<file path="config.mk">
export PLATFORM = sky130hd
export DESIGN_NAME = mu0_control
export DESIGN_NICKNAME = d
export VERILOG_FILES = /design/src/rtl/mu0_control.sv
export SDC_FILE = /design/constraint.sdc
export NUM_CORES = 1
export LEC_CHECK = 0
export BUFFER_PORTS_ARGS = -buffer_cell sky130_fd_sc_hd__buf_4
export CAP_MARGIN = 15
export CORE_ASPECT_RATIO = 0.8
export CORE_UTILIZATION = 30
export CTS_BUF_LIST = sky130_fd_sc_hd__clkbuf_4 sky130_fd_sc_hd__clkbuf_8
export CTS_CLUSTER_DIAMETER = 30
export DETAILED_ROUTE_END_ITERATION = 10
export GPL_TIMING_DRIVEN = 0
export PLACE_DENSITY = 0.62
export RECOVER_POWER = 25
export REMOVE_ABC_BUFFERS = 1
export SYNTH_ARGS = -nofsm -noshare
export SYNTH_HDL_FRONTEND = slang
export SYNTH_SLANG_ARGS = --single-unit
</file>
<file path="constraint.sdc">
create_clock -name clk -period 3.8 [get_ports clk]
set_clock_uncertainty 0.1 [all_clocks]
set_input_delay 0.76 -clock clk [delete_from_list [all_inputs] [get_ports clk]]
set_output_delay 0.76 -clock clk [all_outputs]
set_load 0.05 [all_outputs]
</file>
<file path="src/rtl/mu0_control.sv">
// MU0 fetch/execute sequencer: decodes IR[15:12] and the accumulator flags into
// ALU mode, datapath selects, register enables and the memory handshake.
module mu0_control #(
    parameter int unsigned WAITMAX = 15
) (
    input  logic       clk,
    input  logic       reset,
    input  logic [3:0] F,
    input  logic       Zflag,
    input  logic       Nflag,
    input  logic       mem_ack,
    output logic [1:0] M,
    output logic       Asel,
    output logic       Xsel,
    output logic       Ysel,
    output logic       ACCce,
    output logic       PCce,
    output logic       IRce,
    output logic       ACCoe,
    output logic       MEMrq,
    output logic       RnW,
    output logic       Halted,
    output logic       BusErr
);

    localparam int unsigned CNT_W = 8;
    localparam logic [CNT_W-1:0] WAIT_LIMIT = CNT_W'(WAITMAX);

    localparam logic [1:0] M_ACC = 2'b00;
    localparam logic [1:0] M_ADD = 2'b01;
    localparam logic [1:0] M_PCI = 2'b10;
    localparam logic [1:0] M_SUB = 2'b11;

    typedef enum logic [1:0] {
        S_FETCH = 2'd0,
        S_EXEC  = 2'd1,
        S_HALT  = 2'd2
    } state_e;

    state_e           state_q, state_d;
    logic [CNT_W-1:0] wait_q, wait_d;
    logic             buserr_q, buserr_d;
    logic             jump_taken;

    always_ff @(posedge clk or posedge reset) begin
        if (reset) begin
            state_q  <= S_FETCH;
            wait_q   <= '0;
            buserr_q <= 1'b0;
        end else begin
            state_q  <= state_d;
            wait_q   <= wait_d;
            buserr_q <= buserr_d;
        end
    end

    always_comb begin
        state_d    = state_q;
        wait_d     = '0;
        buserr_d   = buserr_q;
        jump_taken = 1'b0;
        M          = M_ACC;
        Asel       = 1'b0;
        Xsel       = 1'b0;
        Ysel       = 1'b0;
        ACCce      = 1'b0;
        PCce       = 1'b0;
        IRce       = 1'b0;
        ACCoe      = 1'b0;
        MEMrq      = 1'b0;
        RnW        = 1'b0;
        Halted     = 1'b0;
        BusErr     = buserr_q;

        unique case (state_q)
            S_FETCH: begin
                MEMrq = 1'b1;
                RnW   = 1'b1;
                Xsel  = 1'b1;
                M     = M_PCI;
                if (mem_ack) begin
                    IRce    = 1'b1;
                    PCce    = 1'b1;
                    state_d = S_EXEC;
                end
            end
            S_EXEC: begin
                case (F)
                    4'h0, 4'h2, 4'h3: begin
                        MEMrq = 1'b1;
                        RnW   = 1'b1;
                        Asel  = 1'b1;
                        M     = (F == 4'h2) ? M_ADD : ((F == 4'h3) ? M_SUB : M_ACC);
                        ACCce = mem_ack;
                        if (mem_ack) state_d = S_FETCH;
                    end
                    4'h1: begin
                        MEMrq = 1'b1;
                        Asel  = 1'b1;
                        ACCoe = 1'b1;
                        if (mem_ack) state_d = S_FETCH;
                    end
                    4'h4: begin
                        jump_taken = 1'b1;
                        state_d    = S_FETCH;
                    end
                    4'h5: begin
                        jump_taken = ~Nflag;
                        state_d    = S_FETCH;
                    end
                    4'h6: begin
                        jump_taken = ~Zflag;
                        state_d    = S_FETCH;
                    end
                    4'h7: state_d = S_HALT;
                    default: state_d = S_FETCH;
                endcase
                if (jump_taken) begin
                    Ysel = 1'b1;
                    PCce = 1'b1;
                end
            end
            S_HALT: Halted = 1'b1;
            default: state_d = S_FETCH;
        endcase

        // Wait counter runs only while a transfer is outstanding; ack wins on the limit cycle.
        if (MEMrq && !mem_ack) begin
            wait_d = CNT_W'(wait_q + 1'b1);
            if (wait_d == WAIT_LIMIT) begin
                state_d  = S_HALT;
                buserr_d = 1'b1;
                wait_d   = '0;
            end
        end

        if (reset) begin
            M      = '0;
            Asel   = 1'b0;
            Xsel   = 1'b0;
            Ysel   = 1'b0;
            ACCce  = 1'b0;
            PCce   = 1'b0;
            IRce   = 1'b0;
            ACCoe  = 1'b0;
            MEMrq  = 1'b0;
            RnW    = 1'b0;
            Halted = 1'b0;
            BusErr = 1'b0;
        end
    end

endmodule

</file>
==> impl_metrics.tcl, run 1 <==
set metrics [dict create \
    gp_congestion 0.6969 \
    grtUsageTotal_pct 13.47 \
    crit_family "simple AND/OR/NAND/NOR gates" \
    nets 117 \
    io-pin-count 22 \
    syn_inst 82 \
    synth_warnings 0 \
    grt_pass1_wl_mm 2.649 \
    cts-resized-gates 0 \
    cts_tree "built" \
    path_max_fanout 5 \
    post-cts-setup-buffers 0 \
    clk_latency_ps 270 \
    hpwl_mm 1.175 \
    wirelength_mm 1.545 \
    clkTransAtPathRegs_ps 70 \
    crit_chain "buf_4 > nor2_1 > inv_1 > nor3_1 > and3_1 > buf_4" \
    period_minus_slack_ps 2856 \
    leakagePower_nw 0.4585 \
    htreeDepth 1 \
    drive_gt1_share_pct 32.38 \
    maxSlewHeadroom_pct 63.35 \
    numCtsBuffers 3 \
    setup_viol 0 \
    seq_area_frac_synth_pct 37.61 \
    finalHoldViolations 0 \
    cts_buffer_depth 2 \
    pwr_density_cell_nw_per_um2 325.4 \
    n_antenna_cell 0 \
    fin_crit_sh_pct 75.15 \
    overflow 0 \
    synth_area_sq_um 732.0 \
    cap_violations 0 \
    power_mw 0.3033 \
    antenna_found_initial 0 \
    start_util_pct 32.77 \
    core_sq_um 2233 \
    vias 632 \
    hold_path_class "reg -> reg" \
    drt_first_iter_violations 7 \
    clock.fmax_mhz 350.2 \
    cp.required_ps 2940 \
    syn_avg_cell_area_sq_um 8.926 \
    grt_pass1_vias 573 \
    root_buffer "clkbuf_4" \
    fp.dieArea_sq_um 2643 \
    die_w_um 57.23 \
    fp-row-count 15 \
    worst_pin_slew_ps 549.7 \
    cp-end-kind "output port" \
    cp_common_cell "buf_4" \
    status "finished clean" \
    stdcell_count 130 \
    wl_per_cell_um 11.88 \
    detail-route-antenna-nets 0 \
    vdd_ir_drop_max_uv 128.8 \
    viasPerCell 4.862 \
    postCtsHoldBufs 0 \
    port_buffers 21 \
    grt_max_degree 13 \
    drc 0 \
    dpl_cell_area_sq_um 905.9 \
    dr.pass1.iters 4 \
    area_growth_pct 27.35 \
    cp-start-kind "primary input" \
    fp.dieH_um 46.18 \
    ys_types 35 \
    dp.cells 126 \
    ys_ff_latch 11 \
    crit_type "in -> out" \
    cts.sinks 11 \
    path_buf_inv 3 \
    cpPeakStageDelay_ps 300 \
    setup-tns-final_ps 0 \
    slowest_stage "nor2_1" \
    rsz0062_at_grt "no" \
    design_area_sq_um 932.1 \
    slew_violations 0 \
    arrival_ps 2000 \
]
-- state kept, by name, summed over array words and instances, names as in the netlist --
name      flops
wait_q        8
state_q       2
buserr_q      1
-- synth_stat cells, drive strengths merged --
library cell	number	area, sq um
a21o	2	15.01
a21oi	5	25.02
a22o	1	8.760
a311oi	1	8.760
and2	1	6.260
and3	4	26.28
and3b	1	8.760
buf	1	11.26
clkbuf	1	3.750
dfrtp	11	275.3
ha	2	25.02
inv	6	22.52
nand2	6	22.52
nand2b	2	12.51
nand3	2	15.01
nand4	1	6.260
nor2	12	45.04
nor2b	1	6.260
nor3	5	46.30
nor3b	1	12.51
nor4	1	6.260
nor4b	1	15.01
o2111ai	1	8.760
o21a	1	7.510
o21ai	4	23.77
or2	2	12.51
or3	1	11.26
xnor2	4	35.03
xor2	1	8.760
-- cells in the final DEF, fill, tap and decap left out, drive strengths merged --
master	synthesis	layout
nand2b	2	2
and3	4	4
a311oi	1	1
o21ai	4	4
a22o	1	1
xor2	1	1
nor2	12	12
and2	1	1
nor2b	1	1
buf	1	20
or2	2	2
o21a	1	1
a21oi	5	5
nand2	6	6
nor3	5	5
a21o	2	2
nor3b	1	1
dfrtp	11	11
nor4b	1	1
ha	2	2
nor4	1	1
clkbuf	1	5
nand3	2	2
inv	6	6
o2111ai	1	1
and3b	1	1
xnor2	4	4
or3	1	1
nand4	1	1
-- area by class of cell --
type | count | area, sq um
fillers | 223 | 1301
multi-input cells | 63 | 419.2
flip-flops and latches | 11 | 275.3
repair buffers | 21 | 153.9
well taps | 25 | 31.28
clock buffers | 4 | 30.03
inverters | 6 | 22.52
-- worst reg2reg max path: stages (launching register included) --
cell,delay [ps]
dfrtp_1,420
ha_1,220
nand3_2,100
or3_4,390
and3b_1,310
a21o_1,210
-- power breakdown --
group | switching [mW] | internal, mW
registers | 0.00759 | 0.122
logic | 0.0565 | 0.0287
clock network | 0.0408 | 0.0478
-- kinds of logic after synthesis --
family / Yosys count / synth area share, %
compound gates: 15 / 13.33
xor+xnor: 5 / 5.983
fa+ha+maj: 2 / 3.418
buf+inv: 8 / 5.127
flops: 11 / 37.61
simple gates: 41 / 34.53
-- routing by layer --
layer  part of all wire, %  vias to the layer above  GRT usage, %
met5                     0                        -             0
met4                   2.0                        0         8.780
met3                   1.5                        2         2.528
met2                    44                        6         18.12
met1                    52                      291         19.52
li1                      -                      333             -
-- metrics by stage --
step | setup slack (ps) | util (%) | hold slack [ps]
after floorplan | 47.06 | - | 320.2
after global placement | 953.1 | 40.56 | 339.1
after detailed placement | 967.0 | 40.56 | 347.2
after CTS | 961.9 | 41.90 | 363.8
after global routing | 845.8 | 41.74 | 399.8
final | 944.3 | 41.74 | 354.4
-- path summary, 6_finish.rpt --
kind	end	slack, ps	startpoint	depth (start not counted)
min	buserr_q$_DFFE_PP0P_	350	buserr_q$_DFFE_PP0P_	1
min reg2reg	buserr_q$_DFFE_PP0P_	350	buserr_q$_DFFE_PP0P_	1
max	ACCce	940	F[3]	6
max in group asynchronous	state_q[0]$_DFF_PP0_	2900	reset	2
min in group asynchronous	wait_q[1]$_DFF_PP0_	380	reset	2
max reg2reg	state_q[1]$_DFF_PP0_	1960	wait_q[0]$_DFF_PP0_	5
Power figures use the tool's default switching activity.
==> run 2, diff against run 1 <==
--- a/config.mk
+++ b/config.mk
@@ -5,6 +5,7 @@
 export SDC_FILE = /design/constraint.sdc
 export NUM_CORES = 1
 export LEC_CHECK = 0
+export ABC_AREA = 1
 export BUFFER_PORTS_ARGS = -buffer_cell sky130_fd_sc_hd__buf_4
 export CAP_MARGIN = 15
 export CORE_ASPECT_RATIO = 0.8
==> constraint.sdc (replaced) <==
create_clock -name clk -period 2.7 [get_ports clk]
set_clock_uncertainty 0.1 [all_clocks]
set_input_delay 0.54 -clock clk [delete_from_list [all_inputs] [get_ports clk]]
set_output_delay 0.54 -clock clk [all_outputs]
set_load 0.05 [all_outputs]
==> impl_metrics.tcl, run 2 <==
set metrics [dict create \
    root_buffer "clkbuf_4" \
    fp-row-count 15 \
    drive_gt1_share_pct 25.19 \
    n_antenna_cell 0 \
    synth_area_leaders "dfrtp_1 (37%), nand2_1 (13%), nor2_1 (12%)" \
    setup_viol 0 \
    maxSlewHeadroom_pct 72.86 \
    hpwl_mm 1.373 \
    grt_pass1_wl_mm 2.877 \
    power_mw 0.4392 \
    post-place-ws_ps 644.2 \
    cp.required_ps 2060 \
    htreeDepth 1 \
    crit_cells 5 \
    ys_async_sr_fraction_pct 100.0 \
    cp-end-kind "output port" \
    pwr_density_cell_nw_per_um2 458.3 \
    clock.fmax_mhz 448.6 \
    setup-tns-final_ps 0 \
    reg2reg_depth 9 \
    clk_latency_ps 260 \
    leakagePower_nw 0.4872 \
    overflow 0 \
    cts-resized-gates 0 \
    endpoint "M[0]" \
    start_util_pct 33.17 \
    crit_type "reg -> out" \
    cp-start-kind "flip-flop" \
    hold_ws_ps 313.5 \
    syn_avg_cell_area_sq_um 6.729 \
    drc 0 \
    grt_pass1_vias 685 \
    crit_chain "inv_2 > nor2_1 > nand2_1 > nor3_1 > buf_4" \
    ys_ff_latch 11 \
    postCtsHoldBufs 0 \
    arrival_ps 1590 \
    post-cts-setup-buffers 0 \
    ys_types 22 \
    fin_crit_sh_pct 82.56 \
    yosys.area.top_type "dfrtp_1" \
    port_buffers 21 \
    numCtsBuffers 3 \
    hold_path_class "in -> async" \
    io-pin-count 22 \
    cts_tree "built" \
    detail-route-antenna-nets 0 \
    cts_buffer_depth 2 \
    wl_per_cell_um 10.49 \
    fp.dieArea_sq_um 2695 \
    rsz0062_at_grt "no" \
    synth_warnings 0 \
    syn_inst 111 \
    grt_max_degree 12 \
    dr.pass1.iters 5 \
    die_w_um 57.79 \
    area_growth_pct 28.31 \
    cap_violations 0 \
    synth_area_sq_um 747.0 \
    reg2reg_from "wait_q[0]$_DFF_PP0_" \
    core_sq_um 2252 \
    path_max_fanout 6 \
    slew_violations 0 \
    nets 147 \
    synth_ff_type "dfrtp_1" \
    largest_reg_flops 8 \
    synth_top_area_share_pct 36.85 \
    r2r-end "wait_q[0]$_DFF_PP0_" \
    reg.largest.list "wait_q (8), state_q (2), buserr_q (1)" \
    startpoint "state_q[0]$_DFF_PP0_" \
    gp_congestion 0.7562 \
    regMostFlops "wait_q" \
    wirelength_mm 1.679 \
    vias 741 \
    drt_first_iter_violations 17 \
    path_buf_inv 2 \
    finalHoldViolations 0 \
    final_cell_mix "nand2_1 (25), nor2_1 (24), buf_4 (20), inv_1 (16), dfrtp_1 (11)" \
    antenna_found_initial 0 \
    viasPerCell 4.631 \
    rrSetupSlack_ps 1060 \
    synth_commonest_cells "nand2_1 (25), nor2_1 (24), inv_1 (16), dfrtp_1 (11)" \
    cpPeakStageDelay_ps 450 \
    fp.dieH_um 46.63 \
    worst_pin_slew_ps 406.7 \
    cts.sinks 11 \
    slowest_stage "dfrtp_1" \
    synth_edf_count 0 \
    synth.most_common_cell "nand2_1" \
    setup_slack_ps 470.8 \
    vdd_ir_drop_max_uv 171.4 \
    clkTransAtPathRegs_ps 70 \
    grtUsageTotal_pct 14.23 \
    period_minus_slack_ps 2229 \
    seq_area_frac_synth_pct 36.85 \
    status "finished clean" \
    final_common_cell "nand2_1" \
    crit_family "simple AND/OR/NAND/NOR gates" \
]
-- run 2: changes by cell type after synthesis, moves of 2 or more --
cell      change
nand3_1       +5
o21ai_0       -2
xnor2_1       -3
a21o_1        -2
nand2_1      +19
nand2_2       +3
inv_1        +11
nor2_1       +12
or2_1         -2
nor3_2        -2
and3_1        -3
nand2b_1      -2
-- run 2: layout make-up --
class | instances | area, sq um
fillers | 247 | 1294
flip-flops and latches | 11 | 275.3
repair buffers | 21 | 153.9
clock buffers | 4 | 30.03
inverters | 19 | 71.32
multi-input cells | 80 | 396.6
well taps | 25 | 31.28
-- run 2: kinds of logic (layout without fill, tap and decap cells) --
family | Yosys count | count (layout) | share of synthesized area (%)
XOR/XNOR | 2 | 2 | 2.345
AND/OR/NAND/NOR | 68 | 68 | 41.54
AO/OA/AOI/OAI | 8 | 8 | 5.862
buffers and inverters | 20 | 44 | 10.05
flip-flops | 11 | 11 | 36.85
adder cells (fa/ha/maj) | 2 | 2 | 3.350
-- run 2: report_power, final --
part	leakage [nW]	internal (mW)	switching [mW]
sequential	0.145	0.173	0.0109
clock	0.0184	0.0671	0.0542
combinational	0.324	0.0402	0.0942
-- run 2: through the flow --
stage | util, % | area, sq um | instances
final | 42.56 | 958.4 | 160
after global routing | 42.56 | 958.4 | 160
after CTS | 42.72 | 962.2 | 160
after detailed placement | 41.39 | 932.1 | 156
after global placement | 41.39 | 932.1 | 156
after floorplan | - | 743.2 | 110
-- run 2: worst min-delay path by stage --
stage | depth (start not counted) | from | end | slack (ps)
global placement | 2 | buserr_q$_DFFE_PP0P_ | buserr_q$_DFFE_PP0P_ | 340
global route | 2 | buserr_q$_DFFE_PP0P_ | buserr_q$_DFFE_PP0P_ | 390
detailed placement | 2 | buserr_q$_DFFE_PP0P_ | buserr_q$_DFFE_PP0P_ | 340
floorplan | 1 | reset | buserr_q$_DFFE_PP0P_ | 290
CTS | 2 | reset | wait_q[0]$_DFF_PP0_ | 230
finish | 2 | reset | wait_q[1]$_DFF_PP0_ | 310
-- run 2: worst register-to-register path, delay by kind of cell, from the launching register on --
family	cells	cell delay (ps)
adder cells (fa/ha/maj)	1	240
AND/OR/NAND/NOR	8	790
flip-flops	1	410
-- run 2: routing by layer --
| metal | up-vias | wire, um | GRT usage, % |
|---|---|---|---|
| met3 | 4 | 41 | 1.966 |
| met1 | 334 | 804 | 19.32 |
| li1 | 390 | - | - |
| met4 | 0 | 34 | 7.143 |
| met5 | - | 0 | 0 |
| met2 | 13 | 799 | 22.56 |
==> run 3, diff against run 2 <==
--- a/config.mk
+++ b/config.mk
@@ -5,7 +5,7 @@
 export SDC_FILE = /design/constraint.sdc
 export NUM_CORES = 1
 export LEC_CHECK = 0
-export ABC_AREA = 1
+export ABC_AREA = 0
 export BUFFER_PORTS_ARGS = -buffer_cell sky130_fd_sc_hd__buf_4
 export CAP_MARGIN = 15
 export CORE_ASPECT_RATIO = 0.8
==> constraint.sdc (replaced) <==
create_clock -name clk -period 2.1 [get_ports clk]
set_clock_uncertainty 0.1 [all_clocks]
set_input_delay 0.42 -clock clk [delete_from_list [all_inputs] [get_ports clk]]
set_output_delay 0.42 -clock clk [all_outputs]
set_load 0.05 [all_outputs]
==> impl_metrics.tcl, run 3 (synthesized netlist as in run 1, its figures left out) <==
set metrics [dict create \
    status "finished clean" \
    vias 644 \
    pwr_density_cell_nw_per_um2 582.7 \
    cts_buffer_depth 2 \
    startpoint "state_q[1]$_DFF_PP0_" \
    wl_per_cell_um 12.02 \
    grt_max_degree 13 \
    fp.dieH_um 46.18 \
    wirelength_mm 1.575 \
    overflow 0 \
    antenna_found_initial 0 \
    clkTransAtPathRegs_ps 80 \
    crit_chain "or2_4 > a21oi_1 > and3_1 > or2_1 > buf_6" \
    dr.pass1.iters 5 \
    fp-row-count 15 \
    crit_family "simple AND/OR/NAND/NOR gates" \
    vdd_ir_drop_max_uv 246.1 \
    multi_input_area_sq_um 429.2 \
    fin_crit_sh_pct 95.54 \
    cp-start-kind "flip-flop" \
    seq_power_share_pct 42.0 \
    p_sw_share_pct 34.57 \
    area_growth_pct 30.26 \
    grt_pass1_wl_mm 2.656 \
    slew_violations 0 \
    reg2reg_from "wait_q[0]$_DFF_PP0_" \
    drt_first_iter_violations 9 \
    drive_gt1_share_pct 35.85 \
    hold_path_class "in -> async" \
    root_buffer "clkbuf_4" \
    io-pin-count 22 \
    crit_cells 5 \
    final_common_cell "buf_4" \
    start_util_pct 32.77 \
    core_sq_um 2233 \
    cap_violations 0 \
    cts_tree "built" \
    hpwl_mm 1.175 \
    clk_latency_ps 270 \
    cts.sinks 11 \
    rsz0062_at_grt "no" \
    comb_power_share_pct 29.1 \
    regArea_sq_um 275.3 \
    utilization_pct 42.69 \
    largest_reg_flops 8 \
    grt_pass1_vias 574 \
    switchingPower_mw 0.1921 \
    period_minus_slack_ps 2006 \
    clock.fmax_mhz 498.4 \
    crit_type "reg -> out" \
    cp.required_ps 1580 \
    die_w_um 57.23 \
    path_buf_inv 1 \
    finalHoldViolations 0 \
    path_max_fanout 8 \
    slowest_stage "dfrtp_1" \
    viasPerCell 4.916 \
    cpPeakStageDelay_ps 390 \
    rrSetupSlack_ps 260 \
    reg2reg_depth 5 \
    numCtsBuffers 3 \
    final_cell_mix "buf_4 (20), nor2_1 (11), dfrtp_1 (11), nand2_1 (6)" \
    nFillCells 221 \
    nets 118 \
    grtUsageTotal_pct 13.47 \
    n_antenna_cell 0 \
    port_buffers 21 \
    fp.dieArea_sq_um 2643 \
    maxSlewHeadroom_pct 64.31 \
    setup_viol 0 \
    worst_pin_slew_ps 535.3 \
    p_clk_share_pct 28.9 \
    endpoint "PCce" \
    dp.cells 126 \
    leakagePower_nw 0.4659 \
    drc 0 \
    regMostFlops "wait_q" \
    arrival_ps 1490 \
    power_mw 0.5555 \
    reg.largest.list "wait_q (8), state_q (2), buserr_q (1)" \
    power.internal_mw 0.3634 \
    detail-route-antenna-nets 0 \
    r2r-end "state_q[1]$_DFF_PP0_" \
    gp_congestion 0.6969 \
    htreeDepth 1 \
    stdcell_count 131 \
    cp-end-kind "output port" \
]
==> run 3: through the flow <==
stage          TNS, ps  hold slack, ps  worst slack [ps]  instance area, sq um
2_1_floorplan    -3255           177.9            -972.9                 716.9
3_3_place_gp    -94.49           339.1            -66.91                 905.9
5_1_grt              0           105.2            0.4906                 953.4
6_report             0           48.99             93.71                 953.4
4_1_cts              0           76.43             17.05                 950.9
3_5_place_dp    -79.92           347.2            -52.96                 905.9
==> run 3: area by class of cell <==
cell class              instances  share of cell area (%)
well taps                      25                   3.281
repair buffers                 22                   17.32
flip-flops and latches         11                   28.87
multi-input cells              63                   45.01
inverters                       6                   2.362
clock buffers                   4                   3.150
==> run 3: power by group through the flow <==
stage | clock network [mW] | registers [mW] | logic (mW)
final | 0.160 | 0.233 | 0.162
after global routing | 0.176 | 0.235 | 0.178
after CTS | 0.166 | 0.233 | 0.162
after detailed placement | 0 | 0.238 | 0.155
after global placement | 0 | 0.238 | 0.156
after floorplan | 0 | 0.235 | 0.109
==> run 3: per-layer routing <==
metal	track usage (%)	routed length [um]	part of all wire, %
met5	0	0	0
met1	19.35	790	50
met2	18.35	712	45
met3	2.528	40	2.5
met4	8.780	31	2.0
==> run 3: worst min path at each step <==
stage | cells past startpoint | slack (ps) | start | endpoint
finish | 2 | 50 | reset | wait_q[1]$_DFF_PP0_
global route | 2 | 110 | reset | buserr_q$_DFFE_PP0P_
CTS | 2 | 80 | reset | wait_q[1]$_DFF_PP0_
global placement | 1 | 340 | buserr_q$_DFFE_PP0P_ | buserr_q$_DFFE_PP0P_
detailed placement | 1 | 350 | buserr_q$_DFFE_PP0P_ | buserr_q$_DFFE_PP0P_
floorplan | 1 | 180 | reset | buserr_q$_DFFE_PP0P_
==> run 3: what timing repair did <==
| action | 4_1_cts | 5_1_grt |
|---|---|---|
| pin swaps | 0 | 1 |
| hold endpoints to repair | 0 | 0 |
| hold buffers | 0 | 0 |
| endpoints found under the setup margin | 5 | 4 |
| resized for setup | 2 | 2 |
| cloned | 0 | 0 |
| setup buffers | 1 | 0 |
